==> src/rtl/mux8_pkg.sv <==
// Shared types and constants for the round-robin 8:1 mux scheduler.
// Imported by the pick logic and the scheduler top.
package mux8_pkg;

    localparam int N_REQ = 8;
    localparam int SEL_W = 3;
    localparam int CNT_W = 4;

    typedef enum logic [1:0] {
        IDLE,
        SETTLE,
        OUT
    } state_t;

    function automatic logic [N_REQ-1:0] onehot(
        input logic [SEL_W-1:0] i
    );
        return N_REQ'(1) << i;
    endfunction

endpackage

==> src/rtl/rr_pick8.sv <==
// Combinational round-robin picker: first set request at or after ptr,
// wrapping from 7 back to 0.
module rr_pick8
    import mux8_pkg::*;
(
    input  logic [N_REQ-1:0] req,
    input  logic [SEL_W-1:0] ptr,
    output logic [SEL_W-1:0] idx,
    output logic             any
);

    logic             found;
    logic [SEL_W-1:0] pos;

    assign any = |req;

    always_comb begin
        idx   = '0;
        found = 1'b0;
        pos   = '0;
        for (int k = 0; k < N_REQ; k++) begin
            // 3-bit add wraps the search naturally
            pos = ptr + SEL_W'(k);
            if (!found && req[pos]) begin
                idx   = pos;
                found = 1'b1;
            end
        end
    end

endmodule

==> src/rtl/mux8_rr_sched.sv <==
// Round-robin scheduler driving one shared 8:1 mux, sampling its
// true/complement pair and streaming the bit out with a winner ack.
module mux8_rr_sched
    import mux8_pkg::*;
#(
    parameter int unsigned SETTLE_CYC = 2
) (
    input  logic             clk,
    input  logic             rst,
    input  logic [N_REQ-1:0] req,
    input  logic             flush,
    input  logic             mux_out,
    input  logic             mux_out_n,
    output logic [SEL_W-1:0] sel,
    output logic             en_n,
    output logic [N_REQ-1:0] ack,
    output logic             out_valid,
    input  logic             out_ready,
    output logic             out_data,
    output logic [SEL_W-1:0] out_id,
    output logic             err
);

    if (SETTLE_CYC < 1 || SETTLE_CYC > 15) begin : g_bad_settle
        $error("SETTLE_CYC must be in 1..15");
    end

    state_t           state_q, state_d;
    logic [CNT_W-1:0] cnt_q, cnt_d;
    logic [SEL_W-1:0] ptr_q, ptr_d;
    logic [SEL_W-1:0] sel_q, sel_d;
    logic             en_n_q, en_n_d;
    logic [N_REQ-1:0] ack_q, ack_d;
    logic             valid_q, valid_d;
    logic             data_q, data_d;
    logic [SEL_W-1:0] id_q, id_d;
    logic             err_q, err_d;

    logic [SEL_W-1:0] pick_idx;
    logic             pick_any;

    rr_pick8 u_pick (
        .req (req),
        .ptr (ptr_q),
        .idx (pick_idx),
        .any (pick_any)
    );

    always_comb begin
        state_d = state_q;
        cnt_d   = cnt_q;
        ptr_d   = ptr_q;
        sel_d   = sel_q;
        en_n_d  = en_n_q;
        ack_d   = ack_q;
        valid_d = valid_q;
        data_d  = data_q;
        id_d    = id_q;
        err_d   = err_q;
        if (flush) begin
            // abort: drop the result, keep ptr and err as they are
            state_d = IDLE;
            en_n_d  = 1'b1;
            valid_d = 1'b0;
            ack_d   = '0;
        end else begin
            unique case (state_q)
                IDLE: begin
                    if (pick_any) begin
                        sel_d   = pick_idx;
                        en_n_d  = 1'b0;
                        cnt_d   = CNT_W'(SETTLE_CYC);
                        state_d = SETTLE;
                    end
                end
                SETTLE: begin
                    cnt_d = cnt_q - CNT_W'(1);
                    if (cnt_q == CNT_W'(1)) begin
                        data_d  = mux_out;
                        id_d    = sel_q;
                        valid_d = 1'b1;
                        ack_d   = onehot(sel_q);
                        en_n_d  = 1'b1;
                        err_d   = err_q | (mux_out == mux_out_n);
                        state_d = OUT;
                    end
                end
                OUT: begin
                    ack_d = '0;
                    if (valid_q && out_ready) begin
                        valid_d = 1'b0;
                        ptr_d   = sel_q + SEL_W'(1);
                        state_d = IDLE;
                    end
                end
                default: begin
                    state_d = IDLE;
                end
            endcase
        end
    end

    always_ff @(posedge clk or posedge rst) begin
        if (rst) begin
            state_q <= IDLE;
            cnt_q   <= '0;
            ptr_q   <= '0;
            sel_q   <= '0;
            en_n_q  <= 1'b1;
            ack_q   <= '0;
            valid_q <= 1'b0;
            data_q  <= 1'b0;
            id_q    <= '0;
            err_q   <= 1'b0;
        end else begin
            state_q <= state_d;
            cnt_q   <= cnt_d;
            ptr_q   <= ptr_d;
            sel_q   <= sel_d;
            en_n_q  <= en_n_d;
            ack_q   <= ack_d;
            valid_q <= valid_d;
            data_q  <= data_d;
            id_q    <= id_d;
            err_q   <= err_d;
        end
    end

    assign sel       = sel_q;
    assign en_n      = en_n_q;
    assign ack       = ack_q;
    assign out_valid = valid_q;
    assign out_data  = data_q;
    assign out_id    = id_q;
    assign err       = err_q;

endmodule

==> config.mk <==
export PLATFORM = sky130hd
export DESIGN_NAME = mux8_rr_sched
export DESIGN_NICKNAME = d
export VERILOG_FILES = /design/src/rtl/mux8_pkg.sv /design/src/rtl/rr_pick8.sv /design/src/rtl/mux8_rr_sched.sv
export SDC_FILE = /design/constraint.sdc
export NUM_CORES = 1
export LEC_CHECK = 0
export BUFFER_PORTS_ARGS = -buffer_cell sky130_fd_sc_hd__buf_2
export CORE_UTILIZATION = 58
export DETAILED_ROUTE_END_ITERATION = 7
export GPL_TIMING_DRIVEN = 0
export PLACE_DENSITY = 0.78
export SLEW_MARGIN = 20
export SYNTH_ARGS = -nofsm -noshare
export SYNTH_HDL_FRONTEND = slang
export SYNTH_SLANG_ARGS = --single-unit
==> constraint.sdc <==
create_clock -name clk -period 3.5 [get_ports clk]
set_input_delay 0.875 -clock clk [delete_from_list [all_inputs] [get_ports clk]]
set_output_delay 0.875 -clock clk [all_outputs]
set_load 0.01 [all_outputs]
# After elaboration in Yosys (flattened, before gate mapping)
# Index checks and enable logic that the tools add are counted.
dict set report word_totals {
  register_bits 27
  wordCells 114
}
dict set report classes {
  addsub 9
  magnitude_cmp 8
  eq_ne 8
  shifts 1
  mux 48
  n_bitwise 2
  n_reduce_logical 28
}
# operator n
set ops {}
lappend ops {{$lt 3x4->1 const B} 8}
lappend ops {{$bmux 1 s3} 8}
lappend ops {{$mux 3} 8}
lappend ops {{$reduce_and 3->1} 7}
lappend ops {{$mux 1} 20}
lappend ops {{$mux 8} 2}
lappend ops {{$pmux 8 s2} 1}
lappend ops {{$add 3x3->3 const B} 4}
lappend ops {{$ne 3x3->1 const B} 3}
lappend ops {{$logic_and 1x1->1} 8}
lappend ops {{$mux 2} 4}
lappend ops {{$pmux 4 s2} 1}
lappend ops {{$reduce_or 8->1} 1}
lappend ops {{$shl 1x3->8 const A} 1}
lappend ops {{$logic_not 1->1} 7}
lappend ops {{$add 3x1->3 const B} 2}
lappend ops {{$add 3x2->3 const B} 2}
lappend ops {{$pmux 2 s3} 1}
lappend ops {{$reduce_bool 3->1} 2}
lappend ops {{$eq 4x1->1 const B} 1}
lappend ops {{$mux 4} 1}
lappend ops {{$pmux 1 s2} 2}
lappend ops {{$sub 4x1->4 const B} 1}
lappend ops {{$eq 2x1->1 const B} 1}
lappend ops {{other kinds (8)} 8}

# Longest topological paths before layout
dict set report logic_depth {
  depth_word 24
  depth_mapped 13
  depth_no_buf 9
}

# By module
# A second synthesis with hierarchy kept.
dict set report unflattened {
  cells_unflattened 240
  area_unflattened_um2 2483.6
}
# mod n_inst cells_each area_each_um2
set by_module_without_submodules {}
lappend by_module_without_submodules {mux8_rr_sched 1 124 1370.1}
lappend by_module_without_submodules {rr_pick8 1 116 1113.6}

# Worst setup path after synthesis
# OpenSTA, ideal clock, no wires.
dict set report synth_path {
  path_type {register to register}
  from {reg ptr_q[1]}
  to {reg sel_q[1], in the netlist sel[1]}
  setup_ns 0.066
  t_arrival_ns 3.135
  required_ns 3.434
  path_slack_ns 0.299
  stages_incl_launch_ff 14
  period_less_slack_ns 3.201
  path_cell_list {dfrtp_1 > clkbuf_1 > clkbuf_1 > inv_1 > ha_1 > buf_4 > buf_6 > mux2_2 > nor3_1 > a221oi_4 > or4_1 > nand3_1 > a211o_1 > a22o_1}
}
dict set report synth_between {
  elab_chain_len 24
  word_cells_on_any_way 52
  classes_between {add/sub (7); mux (31); reduce/logical (14)}
}
# element line_no
set synth_lines {}
lappend synth_lines {{start, declared} mux8_rr_sched.sv:30} ;# logic [SEL_W-1:0] ptr_q, ptr_d;
lappend synth_lines {{start signal, assigned} mux8_rr_sched.sv:118} ;# ptr_q <= ptr_d;
lappend synth_lines {{parallel branches: the longest is 23 deep, another holds $add 3x1->3} -}
lappend synth_lines {{$mux 3 (*)} rr_pick8.sv:24} ;# if (!found && req[pos]) begin
lappend synth_lines {{end signal, assigned} mux8_rr_sched.sv:119} ;# sel_q <= sel_d;
lappend synth_lines {{end, declared} mux8_rr_sched.sv:31} ;# logic [SEL_W-1:0] sel_q, sel_d;
# Mark *: on every way between the ends. The select of a mux whose other input is x is not followed.
# A chain may end at the register's enable or synchronous reset.

# Final worst setup path
dict set report layout_path {
  from {reg ptr_q[0]}
  to {reg sel_q[0], in the netlist sel[0]}
}
# Same word-level chain as after synthesis.

==> results.sh <==
export IMPL_outcome="completed"
export IMPL_overflow=0
export IMPL_placed_cells=319
export IMPL_start_util_pct=61.21
export IMPL_syn_inst=245
export IMPL_crit_buf_inv=4
export IMPL_setup_viol=0
export IMPL_required_ns=3.69
export IMPL_cts_sinks=27
export IMPL_path_depth=12
export IMPL_hold_class="flop to flop"
export IMPL_endpoint="sel[0]"
export IMPL_diodes=0
export IMPL_slew_viol_final=0
export IMPL_cpMostUsedCell="nor3_1"
export IMPL_cp_max_fo=10
export IMPL_powerDensity_nw_per_um2=938.6
export IMPL_antenna_found_initial=0
export IMPL_worst_pin_slew_ns=0.9336
export IMPL_relSlewSlack_pct=37.38
export IMPL_grt_pass1_vias=1855
export IMPL_clkSlewWorstSetupHoldPaths_ns=0.10
export IMPL_synth_cell_types=50
export IMPL_place_area_um2=2465
export IMPL_core_um2=3716
export IMPL_grt_max_degree=28
export IMPL_power_internal_mw=1.209
export IMPL_hold_viol=0
export IMPL_wl_met3_um=334
export IMPL_first_iter_violations=197
export IMPL_crit_slowest_cell="a2111oi_1"
export IMPL_io_pins=32
export IMPL_portBuffers=26
export IMPL_reg2reg_setup_slack_ns=0.31
export IMPL_rsz0062_at_grt="no"
export IMPL_critical_path_class="flop to flop"
export IMPL_vias_per_cell=6.249
export IMPL_crit_start="ptr_q[0]"
export IMPL_syn_nets=269
export IMPL_final_core_util_pct=67.64
export IMPL_layout_setup_ws_ns=0.3119
export IMPL_wirelength_um=5148
export IMPL_ys_seq_area_share_pct=29.76
export IMPL_synth_flop_cell="dfrtp_1"
export IMPL_ctsLongestPathBuffers=2
export IMPL_netlist_area_um2=2275
export IMPL_place_ws_ns=-0.2348
export IMPL_area_growth_pct=10.51
export IMPL_layout_drive_gt1_share_pct=21.98
export IMPL_routabilityCongestion=0.8988
export IMPL_clk_latency_ns=0.28
export IMPL_rows=22
export IMPL_ys_ff_latch=27
export IMPL_cts_tree="built"
export IMPL_asyncSetResetFlopFracSynth_pct=100.0
export IMPL_totalPowerFinal_mw=2.359
export IMPL_final_cells=321
export IMPL_fmax_mhz=313.7
export IMPL_grt_pass1_wl_um=8818
export IMPL_wire_per_inst_um=16.04
export IMPL_synth_edf_count=0
export IMPL_p_comb_share_pct=68.0
export IMPL_drtPass1Iterations=5
export IMPL_chipHeight_um=64.63
export IMPL_drc=0
export IMPL_ant_nets=0
export IMPL_top_layer_used="met4"
export IMPL_pwr_share_seq_pct=24.3
export IMPL_clkPwrFrac_pct=7.8
export IMPL_wl_met1_um=2341
export IMPL_critPathLaunchType="flop"
export IMPL_track_usage_pct=27.29
export IMPL_p_sw_mw=1.150
export IMPL_min_period_over_period_pct=91.09
export IMPL_dieArea_um2=4176
export IMPL_timing_rr_end="sel[0]"
export IMPL_end_kind="flop"
export IMPL_timing_rr_start="ptr_q[0]"
export IMPL_peakVddDrop_mv=0.4639
export IMPL_wl_met2_um=2397
export IMPL_cts_root_buf="clkbuf_8"
export IMPL_fin_skew_ns=0.01177
export IMPL_num_vias=2006
export IMPL_drv_cap=0
export IMPL_htree_levels=1
export IMPL_fp_dieW_um=64.63
export IMPL_ctsHoldBuffers=0
export IMPL_holdWs_ns=0.4891
export IMPL_cp_top_family="buffers and inverters"
export IMPL_fin_area_um2=2514
export IMPL_synth_warnings=0
export IMPL_nets=298
export IMPL_hpwl_um=3890
export IMPL_max_stage_delay_ns=0.38
export IMPL_cts_buffers=3
export IMPL_switching_share_pct=48.76
export IMPL_period_needed_ns=3.188
export IMPL_cp_arrival_ns=3.38
export IMPL_hold_depth=2
export IMPL_reg2reg_depth=12
export IMPL_setup_tns_ns=0
export IMPL_path_cells="buf_2 -> inv_2 -> ha_1 -> buf_4 -> buf_6 -> mux2_2 -> nor3_1 -> a221oi_4 -> a2111oi_1 -> and3_4 -> nor3_1 -> o31ai_1"
export IMPL_avgSynthCellArea_um2=9.284
export IMPL_p_leak_nw=1.086
export IMPL_cts_setup_buffers=0
cell usage after synthesis, types with 3 or more instances:
| master | instances | area share [%] |
|---|---|---|
| nor3_1 | 7 | 1.5 |
| nor2b_1 | 4 | 1.1 |
| a21oi_1 | 10 | 2.2 |
| inv_1 | 21 | 3.5 |
| mux4_2 | 11 | 11 |
| a31oi_1 | 3 | 0.83 |
| ha_1 | 10 | 5.5 |
| a221oi_1 | 6 | 2.3 |
| buf_4 | 3 | 0.99 |
| a211oi_1 | 3 | 0.99 |
| o21ai_0 | 17 | 3.7 |
| nand2_1 | 19 | 3.1 |
| dfrtp_1 | 26 | 29 |
| nor4_1 | 3 | 0.83 |
| nand4_1 | 5 | 1.4 |
| mux2i_1 | 12 | 5.3 |
| nor2_1 | 22 | 3.6 |
| mux2_2 | 5 | 2.5 |
| nand3_1 | 11 | 2.4 |
| clkbuf_1 | 10 | 1.7 |
| o2111ai_1 | 3 | 1.2 |
area by class of cell:
cell class / instances / area, um2
Buffer: 13 / 68.82
Clock buffer: 3 / 41.29
Clock inverter: 1 / 7.507
Fill cell: 308 / 1202
Inverter: 23 / 86.33
Multi-Input combinational cell: 180 / 1439
Sequential cell: 27 / 680.7
Tap cell: 48 / 60.06
Timing Repair Buffer: 26 / 130.1
layer usage:
| layer | up-vias | track usage, % |
|---|---|---|
| li1 | 952 | - |
| met1 | 957 | 39.54 |
| met2 | 84 | 42.11 |
| met3 | 13 | 4.225 |
| met4 | 0 | 8.056 |
| met5 | - | 0 |
what timing repair did:
| action | in CTS | in global routing |
|---|---|---|
| setup endpoints to repair | 3 | 3 |
| cloned | 0 | 0 |
| gates resized for setup | 1 | 3 |
cell usage in the layout (no fill, tap or decap), drive strengths merged, types with 4 or more instances in the layout:
cell | Yosys | routed
a21oi | 10 | 10
a221oi | 7 | 7
buf | 5 | 31
clkbuf | 10 | 11
dfrtp | 26 | 26
ha | 10 | 10
inv | 22 | 21
mux2 | 5 | 5
mux2i | 12 | 12
mux4 | 13 | 13
nand2 | 19 | 19
nand3 | 11 | 11
nand4 | 5 | 5
nor2 | 22 | 22
nor2b | 4 | 4
nor3 | 7 | 7
o21ai | 18 | 18
xor2 | 4 | 4
worst reg2reg max path, cell delays in order, from the launching register on:
cell and delay, ns:
dfrtp_1 0.36, buf_2 0.24, inv_2 0.16, ha_1 0.31, buf_4 0.16, buf_6 0.17
mux2_2 0.35, nor3_1 0.28, a221oi_4 0.10, a2111oi_1 0.38, and3_4 0.27, nor3_1 0.05
o31ai_1 0.25
power groups by stage:
stage / Combinational (mW) / Clock (mW) / Sequential [mW]
after floorplan: 1.21 / 0 / 0.566
after global placement: 1.58 / 0 / 0.542
after detailed placement: 1.61 / 0 / 0.544
after CTS: 1.60 / 0.184 / 0.553
after global routing: 1.75 / 0.201 / 0.593
final: 1.60 / 0.183 / 0.572
flip-flops by register name, summed over array words and instances (netlist names):
| signal | flops |
|---|---|
| err | 1 |
| state_q | 2 |
| ptr_q | 3 |
| out_valid | 1 |
| out_data | 1 |
| ack | 8 |
| en_n | 1 |
| cnt_q | 4 |
| out_id | 3 |
| sel | 3 |
cells by family after synthesis:
| family | Yosys count | synth area share (%) |
|---|---|---|
| buffers and inverters | 38 | 7.150 |
| flip-flops | 27 | 29.76 |
| adder cells (fa/ha/maj) | 10 | 5.501 |
| AND/OR/NAND/NOR | 78 | 16.34 |
| AO/OA/AOI/OAI | 56 | 16.83 |
| multiplexers | 30 | 20.96 |
| XOR/XNOR | 6 | 3.466 |
worst min-delay path by stage:
stage | start | endpoint | slack (ns)
detailed placement | err | err | 0.46
floorplan | cnt_q[0] | cnt_q[0] | 0.51
global placement | err | err | 0.45
CTS | err | err | 0.49
finish | out_id[1] | out_id[1] | 0.49
global route | err | err | 0.52
No activity file was read; power rests on OpenSTA's default activity.
